<file path="src/rtl/mapper4510_pkg.sv">
// Shared types and constants for the 4510 mapper bus controller.
//   region_t : decoded target region of a mapped address
//   state_t  : bus-cycle FSM state encoding
//   access_t : access fields latched when the controller accepts a request
package mapper4510_pkg;

  localparam int unsigned ADDR_W = 20;
  localparam int unsigned DATA_W = 8;
  localparam int unsigned CNT_W  = 8;
  localparam int unsigned PAGE_W = 8;

  // 4 KiB page that holds the IO devices, and the 64 KiB bank that holds ROM
  localparam logic [PAGE_W-1:0] IO_WINDOW = 8'hFD;
  localparam logic [3:0]        ROM_BANK  = 4'hF;

  localparam logic [DATA_W-1:0] RDATA_IDLE = 8'hFF;

  typedef enum logic [1:0] {
    REG_RAM = 2'd0,
    REG_ROM = 2'd1,
    REG_IO  = 2'd2
  } region_t;

  typedef enum logic {
    ST_IDLE   = 1'b0,
    ST_ACCESS = 1'b1
  } state_t;

  typedef struct packed {
    logic [ADDR_W-1:0] addr;
    logic [DATA_W-1:0] wdata;
    logic              we;
    logic              mapped;
    region_t           region;
  } access_t;

endpackage

</file>
<file path="src/rtl/mapper4510_region_decode.sv">
// Combinational region decode of the upper address page.
//   page     in  : addr_next[19:12]
//   region_c out : RAM / ROM / IO region
//   load_c   out : counter load value for that region (wait states or IO timeout)
module mapper4510_region_decode
  import mapper4510_pkg::*;
#(
  parameter int unsigned RAM_WAIT   = 0,
  parameter int unsigned ROM_WAIT   = 1,
  parameter int unsigned IO_TIMEOUT = 15
) (
  input  logic [PAGE_W-1:0] page,
  output region_t           region_c,
  output logic [CNT_W-1:0]  load_c
);

  // IO window takes priority over the enclosing ROM bank
  always_comb begin
    region_c = REG_RAM;
    load_c   = CNT_W'(RAM_WAIT);
    if (page == IO_WINDOW) begin
      region_c = REG_IO;
      load_c   = CNT_W'(IO_TIMEOUT);
    end else if (page[PAGE_W-1 -: 4] == ROM_BANK) begin
      region_c = REG_ROM;
      load_c   = CNT_W'(ROM_WAIT);
    end
  end

endmodule

</file>
<file path="src/rtl/mapper4510_bus_ctrl.sv">
// Bus-cycle controller downstream of the 4510 mapper.
// Accepts a core access, decodes its region, drives chip selects for the
// region's wait states (or until io_ack / timeout for IO) and returns
// registered read data. ready stalls the core while busy or mapper_busy.
//   clk, reset            : clock, async active-low reset
//   req/we/addr_next/...  : core access request and mapper side info
//   mapper_busy           : mapper fast-table refresh, blocks acceptance
//   bus_rdata, io_ack     : device return path
//   ready                 : combinational, (state==IDLE) & ~mapper_busy
//   rdata, bus_*, cs_*    : registered bus outputs
//   bus_err               : one-cycle pulse after an IO timeout
//   last_mapped           : map_next of the last accepted access
module mapper4510_bus_ctrl
  import mapper4510_pkg::*;
#(
  parameter int unsigned RAM_WAIT   = 0,
  parameter int unsigned ROM_WAIT   = 1,
  parameter int unsigned IO_TIMEOUT = 15,
  parameter bit          ROM_WP     = 1'b1
) (
  input  logic              clk,
  input  logic              reset,
  input  logic              req,
  input  logic              we,
  input  logic [ADDR_W-1:0] addr_next,
  input  logic              map_next,
  input  logic [DATA_W-1:0] wdata,
  input  logic              mapper_busy,
  input  logic [DATA_W-1:0] bus_rdata,
  input  logic              io_ack,
  output logic              ready,
  output logic [DATA_W-1:0] rdata,
  output logic [ADDR_W-1:0] bus_addr,
  output logic [DATA_W-1:0] bus_wdata,
  output logic              bus_we,
  output logic              cs_ram,
  output logic              cs_rom,
  output logic              cs_io,
  output logic              bus_err,
  output logic              last_mapped
);

  state_t           state;
  state_t           state_nxt;
  access_t          acc;
  logic [CNT_W-1:0] cnt;

  region_t          dec_region_c;
  logic [CNT_W-1:0] dec_load_c;

  logic             accept_c;
  logic             done_c;
  logic             ack_c;
  logic             timeout_c;
  logic             rom_drop_c;

  mapper4510_region_decode #(
    .RAM_WAIT   (RAM_WAIT),
    .ROM_WAIT   (ROM_WAIT),
    .IO_TIMEOUT (IO_TIMEOUT)
  ) u_decode (
    .page     (addr_next[ADDR_W-1 -: PAGE_W]),
    .region_c (dec_region_c),
    .load_c   (dec_load_c)
  );

  // State register
  always_ff @(posedge clk or negedge reset) begin
    if (!reset) state <= ST_IDLE;
    else        state <= state_nxt;
  end

  // Next-state logic
  always_comb begin
    state_nxt = state;
    case (state)
      ST_IDLE:   if (accept_c) state_nxt = ST_ACCESS;
      ST_ACCESS: if (done_c)   state_nxt = ST_IDLE;
      default:   state_nxt = ST_IDLE;
    endcase
  end

  // Control outputs; io_ack is checked before the timeout so it wins a tie
  always_comb begin
    ready     = 1'b0;
    accept_c  = 1'b0;
    done_c    = 1'b0;
    ack_c     = 1'b0;
    timeout_c = 1'b0;
    case (state)
      ST_IDLE: begin
        ready    = !mapper_busy;
        accept_c = req && !mapper_busy;
      end
      ST_ACCESS: begin
        if (acc.region == REG_IO) begin
          if (io_ack) begin
            done_c = 1'b1;
            ack_c  = 1'b1;
          end else if (cnt == CNT_W'(1)) begin
            done_c    = 1'b1;
            timeout_c = 1'b1;
          end
        end else if (cnt == '0) begin
          done_c = 1'b1;
          ack_c  = 1'b1;
        end
      end
      default: ;
    endcase
  end

  // Write-protected ROM writes still run their wait states but never reach the device
  assign rom_drop_c = ROM_WP && we && (dec_region_c == REG_ROM);

  // Access latches, wait/timeout counter, chip selects and read data
  always_ff @(posedge clk or negedge reset) begin
    if (!reset) begin
      acc     <= '0;
      cnt     <= '0;
      rdata   <= RDATA_IDLE;
      cs_ram  <= 1'b0;
      cs_rom  <= 1'b0;
      cs_io   <= 1'b0;
      bus_we  <= 1'b0;
      bus_err <= 1'b0;
    end else begin
      bus_err <= timeout_c;
      if (accept_c) begin
        acc.addr   <= addr_next;
        acc.wdata  <= wdata;
        acc.we     <= we;
        acc.mapped <= map_next;
        acc.region <= dec_region_c;
        cnt        <= dec_load_c;
        cs_ram     <= (dec_region_c == REG_RAM);
        cs_rom     <= (dec_region_c == REG_ROM) && !rom_drop_c;
        cs_io      <= (dec_region_c == REG_IO);
        bus_we     <= we && !rom_drop_c;
      end else if (done_c) begin
        cs_ram <= 1'b0;
        cs_rom <= 1'b0;
        cs_io  <= 1'b0;
        bus_we <= 1'b0;
        if (!acc.we) rdata <= ack_c ? bus_rdata : RDATA_IDLE;
      end else if (state == ST_ACCESS) begin
        cnt <= cnt - CNT_W'(1);
      end
    end
  end

  assign bus_addr    = acc.addr;
  assign bus_wdata   = acc.wdata;
  assign last_mapped = acc.mapped;

endmodule

</file>
<file path="config.mk">
export PLATFORM = sky130hd
export DESIGN_NAME = mapper4510_bus_ctrl
export DESIGN_NICKNAME = d
export VERILOG_FILES = /design/src/rtl/mapper4510_pkg.sv /design/src/rtl/mapper4510_region_decode.sv /design/src/rtl/mapper4510_bus_ctrl.sv
export SDC_FILE = /design/constraint.sdc
export NUM_CORES = 1
export LEC_CHECK = 0
export ABC_AREA = 1
export ABC_CLOCK_PERIOD_IN_PS = 1350
export BUFFER_PORTS_ARGS = -buffer_cell sky130_fd_sc_hd__buf_2
export CORE_MARGIN = 3
export CORE_UTILIZATION = 46
export DETAILED_ROUTE_END_ITERATION = 10
export PLACE_DENSITY = 0.74
export SYNTH_ARGS = -nofsm -noshare
export SYNTH_HDL_FRONTEND = slang
export SYNTH_SLANG_ARGS = --single-unit
</file>
<file path="constraint.sdc">
create_clock -name clk -period 1.35 [get_ports clk]
set_input_delay 0.2025 -clock clk [delete_from_list [all_inputs] [get_ports clk]]
set_output_delay 0.2025 -clock clk [all_outputs]
set_load 0.005 [all_outputs]
</file>
# Yosys cells after proc, flatten, opt, wreduce, memory -nomap -nowiden

Cells that the tools add are included.

Register bits after elaboration: 54
Bits in latches: 0
Bits in writable memories: 0
ROM bits: 0
Logic and storage cells: 65
Memories kept: 0

Add/sub/neg operators: 1
Multipliers: 0
Div/mod/pow operators: 0
$lt $le $gt $ge: 0
Equal/unequal tests: 7
Shift operators: 0
Mux-type cells: 29
Bitwise operators: 3
Reductions and logical operators: 12

Operators by type and width:

| operator                                                              | number |
|---|---|
| 8-bit 2-to-1 mux                                                      | 5 |
| 1-bit 2-to-1 mux                                                      | 22 |
| 8-bit by 1-bit equality test with 1-bit output, second input constant | 1 |
| 8-bit equality test, second input constant                            | 1 |
| 8-bit logical NOT                                                     | 1 |
| 8-bit by 1-bit subtractor with 8-bit output, second input constant    | 1 |
| 2-bit equality test, second input constant                            | 2 |
| 4-bit equality test, second input constant                            | 1 |
| 1-bit logical AND                                                     | 4 |
| 2-bit nonzero test                                                    | 2 |
| 1-bit NOT                                                             | 3 |
| 3-bit AND reduction                                                   | 1 |
| 2-bit by 1-bit equality test with 1-bit output, second input constant | 1 |
| 1-bit logical NOT                                                     | 2 |
| 2-bit logical NOT                                                     | 1 |
| 2-bit 2-to-1 mux                                                      | 1 |
| 2-bit inequality test, second input constant                          | 1 |
| 1-bit one-hot mux with 2 select lines                                 | 1 |
| 2-bit AND reduction                                                   | 1 |

# Longest topological paths before layout

Depth after elaboration: 8
Mapped depth: 10
Mapped depth without buffers: 9

# Modules after synthesis

Synthesis repeated with hierarchy kept, for this count alone.

Cell total of the unflattened synthesis: 363
Area, all modules: 2,924.1 um^2

By module, submodules not included:

| module                   | instances | cells each | area an instance (um^2) | seq. area each (um^2) |
|---|---|---|---|---|
| mapper4510_bus_ctrl      | 1         | 339        | 2,802.7                 | 1,361.3 |
| mapper4510_region_decode | 1         | 24         | 121.4                   | 0.0 |

# Least setup slack after synthesis

No wires, ideal clock.

Kind: reg-to-reg
Start point: reg cnt[0]
End point: reg cnt[2]
Data arrival time: 1.379 ns
Required time: 1.233 ns
Slack: -0.146 ns
Cell stages (with the launch flop): 11
Clock period less this slack: 1.496 ns
Cell sequence: dfrtp_1 inv_1 ha_1 nand2_2 o21ai_4 buf_6 nand2_4 nand2_8 nand2_8 nand2_1 nand2_1

Word-level cells in the longest chain between the ends: 7
Elaborated cells between the ends (all ways): 13

Ends and longest elaborated chain:

| element                                        | line                       | RTL |
|---|---|---|
| from (decl)                                    | mapper4510_bus_ctrl.sv:46  | `logic [CNT_W-1:0] cnt;` |
| from (signal assigned)                         | mapper4510_bus_ctrl.sv:135 | `cnt <= dec_load_c;` |
| from (signal assigned)                         | mapper4510_bus_ctrl.sv:147 | `cnt <= cnt - CNT_W'(1);` |
| 8-bit by 1-bit equality test with 1-bit output | mapper4510_bus_ctrl.sv:100 | `end else if (cnt == CNT_W'(1)) begin` |
| 1-bit 2-to-1 mux                               | mapper4510_bus_ctrl.sv:100 |  |
| 1-bit 2-to-1 mux                               | mapper4510_bus_ctrl.sv:97  | `if (io_ack) begin` |
| 1-bit 2-to-1 mux                               | mapper4510_bus_ctrl.sv:96  | `if (acc.region == REG_IO) begin` |
| 1-bit 2-to-1 mux                               | mapper4510_bus_ctrl.sv:90  | `case (state)` |
| 2-bit inequality test (no source line)         | --                         |  |
| 2-bit AND reduction (no source line)           | --                         |  |

Several ways; a longest one is shown, not always the timed one. The select of a mux whose other input is x is not followed.
A chain may end at the register's enable or synchronous reset.

# Worst setup path in the final report

Start point: reg cnt[1]
End point: reg cnt[7]

The elaborated chain is that of the path after synthesis.

==> flow_metrics.py <==
metrics = {
    "outcome": {
        "status": "finished, violations left",
        "violations": "negative setup slack",
    },
    "synthesis": {
        "yosysTopAreaCell": "dfrtp_1",
        "synth_nets": 366,
        "synth-seq-cells": 54,
        "netlist.area_leader.share": 0.422,
        "syn_inst": 320,
        "synth-seq-area-share": 0.499,
        "synth_top_cells_by_area": "dfrtp_1 (42%), nand2_1 (20%), buf_4 (8.5%), dfstp_2 (7.7%), nand3_1 (2.6%)",
        "syn_avg_cell_area_um2": 8.52,
        "yosysWarnings": 0,
        "yosysUniqueCellTypes": 27,
        "ys.flop_type": "dfrtp_1",
        "syn_area_mm2": 0.00273,
        "synth_edf_count": 0,
        "yosysMostFrequentCell": "nand2_1",
        "synth_common_cells": "nand2_1 (142), dfrtp_1 (46), buf_4 (31)",
        "ys_async_sr_fraction": 1.00,
    },
    "timing": {
        "slew_viol_final": 0,
        "setup_violations": 21,
        "worst-slew-pin-transition_ns": 0.356,
        "finalCritPeriodShare": 1.14,
        "finalCriticalPeriod_ns": 1.54,
        "rsz0062_at_grt": "yes",
        "skew_ns": 0.00871,
        "relSlewSlack": 0.761,
        "hold_violations": 0,
        "fmax_mhz": 649,
        "post-route-worst-setup-slack_ns": -0.191,
    },
    "worst_setup_path": {
        "crit_arrival_ns": 1.75,
        "r2r_start": "cnt[1]$_DFFE_PN0P_",
        "worstPathCellList": "inv_2 -> ha_4 -> nand2_2 -> o21ai_4 -> nand2_4 -> nand2_8 -> nand2_8 -> nand2_4 -> nand2_2",
        "worst-r2r-setup-slack_ns": -0.19,
        "worst_path_max_delay_cell": "dfrtp_1",
        "critPathMaxFanout": 6,
        "path_class": "register to register",
        "cpPeakStageDelay_ns": 0.40,
        "cp_num_buf_inv": 1,
        "r2r-end": "cnt[7]$_DFFE_PN0P_",
        "reg2reg_depth": 9,
        "path_delay_family": "simple AND/OR/NAND/NOR gates",
        "startpoint_type": "register",
        "end_kind": "register",
        "cp.required_ns": 1.56,
    },
    "placement": {
        "gp_congestion": 0.779,
        "place_area_mm2": 0.00322,
        "post-dp-hpwl_um": 4320,
        "portBuffers": 85,
    },
    "layout": {
        "antenna_cells": 0,
        "nFillCells": 498,
        "seqCellArea_mm2": 0.00136,
        "drive_gt1_frac": 0.409,
        "multi_input_area_mm2": 0.00113,
        "finalInstanceArea_mm2": 0.00344,
        "area_growth_pct": 26.2,
        "final_nets": 451,
    },
    "clock_tree": {
        "clk_path_buf_depth": 2,
        "cts_tree": "done",
        "cts-root-buf": "clkbuf_8",
        "insertion_delay_ns": 0.32,
        "clkTransAtPathRegs_ns": 0.11,
        "cts_made_buffers": 5,
        "cts.sink_count": 54,
        "h-tree-depth": 2,
    },
    "detailed_routing": {
        "firstDrtPassIters": 5,
        "viasPerCell": 4.69,
        "drc": 0,
        "drtIter0Drc": 90,
        "routed_wl_um": 6090,
        "wl_per_cell_um": 12.7,
        "vias": 2243,
        "drtAntennaViolNets": 0,
    },
    "global_routing": {
        "grt_start_max_net_pins": 25,
        "grt_antenna_before_repair": 0,
        "grt_pass1_wl_um": 10200,
        "grt_pass1_vias": 2175,
        "grt-ovfl-total": 0,
        "grt_use_total": 0.180,
    },
    "floorplanning": {
        "die_h_um": 83.0,
        "core_area_mm2": 0.00561,
        "die_w_um": 83.0,
        "rows": 27,
        "start_util": 0.486,
        "ios": 86,
        "dieArea_mm2": 0.00689,
    },
    "pwr": {
        "ir_worst_vdd_mv": 0.859,
        "p_leak_uw": 0.00188,
        "p_per_area_mw_per_mm2": 2100,
        "total_power_uw": 7210,
    },
    "hold_path": {
        "worstHoldStart": "wdata[6]",
        "worstHoldEndpoint": "bus_wdata[6]$_DFFE_PN0P_",
        "hp-class": "primary input to register",
        "holdPathStages": 3,
    },
    "run": {
        "cap_violations": 0,
    },
}
timing repair:
item                       in CTS  in global routing
setup endpoints to repair      21                 23
gates cloned                    2                  0
setup buffers                   2                  2
pin swaps                      11                 12
hold endpoints to repair        8                  0
gates resized for setup         3                 16
hold buffers                    1                  0
cells in the final DEF (no fill, tap or decap), drive strengths merged, types with 2 or more instances in the layout:
cell type	n
buf	114
nand2	151
dfrtp	46
nor2	16
nand4	10
xor2	4
clkinv	3
o21ai	9
dfstp	8
inv	16
clkbuf	5
nor3	2
ha	3
nand3	15
layer usage:
metal / track usage / wire (µm) / vias up
met3: 0.0397 / 305 / 7
met4: 0.0505 / 74 / 0
met2: 0.302 / 3050 / 65
met1: 0.234 / 2650 / 1037
li1: - / - / 1134
met5: 0 / 0 / -
worst max-delay path by stage:
stage | start | endpoint | cells after the start
2_1_floorplan | cnt[4]$_DFFE_PN0P_ | cnt[2]$_DFFE_PN0P_ | 9
5_1_grt | cnt[1]$_DFFE_PN0P_ | rdata[1]$_DFFE_PN1P_ | 8
3_5_place_dp | cnt[1]$_DFFE_PN0P_ | rdata[2]$_DFFE_PN1P_ | 8
3_3_place_gp | cnt[4]$_DFFE_PN0P_ | rdata[6]$_DFFE_PN1P_ | 7
6_report | cnt[1]$_DFFE_PN0P_ | cnt[7]$_DFFE_PN0P_ | 9
4_1_cts | cnt[0]$_DFFE_PN0P_ | rdata[2]$_DFFE_PN1P_ | 8
flip-flops by register name (all words and copies together) (netlist names):
signal	count
last_mapped	1
cs_rom	1
cs_ram	1
bus_addr	20
bus_we	1
state	1
acc	3
cs_io	1
bus_wdata	8
cnt	8
rdata	8
bus_err	1
worst min-delay path, delay by kind of cell:
family | cells | cell delay [ns]
buf+inv | 1 | 0.07
simple gates | 2 | 0.08
logic make-up (layout without fill, tap and decap cells):
kind of cell / count (synthesis) / in the layout / synth area share
XOR/XNOR: 5 / 5 / 0.0161
AND/OR/NAND/NOR: 192 / 194 / 0.318
buffers and inverters: 55 / 139 / 0.123
AO/OA/AOI/OAI: 11 / 11 / 0.0294
adder cells (fa/ha/maj): 3 / 3 / 0.0138
flip-flops: 54 / 54 / 0.499
per-stage QoR:
step,hold WS [ns],worst slack (ns),utilization,cells,setup TNS (ns)
floorplan,-0.0931,-0.0797,-,320,-0.956
global placement,0.0938,-0.100,0.574,463,-1.23
detailed placement,0.0925,-0.139,0.574,463,-1.94
CTS,0.0665,-0.140,0.600,476,-2.45
global route,0.0749,-0.261,0.613,478,-4.77
finish,0.0706,-0.191,0.613,478,-3.17
power breakdown:
group / internal (µW) / switching (µW) / total (µW)
Sequential: 2420 / 409 / 2830
Combinational: 1590 / 1850 / 3440
Clock: 376 / 565 / 940
cell type report:
cell class	count	area share
Timing Repair Buffer	115	0.204
Clock buffer	5	0.0200
Multi-Input combinational cell	213	0.328
Tap cell	72	0.0262
Clock inverter	3	0.00764
Sequential cell	54	0.396
Inverter	16	0.0175
(Power assumes the default switching activity.)
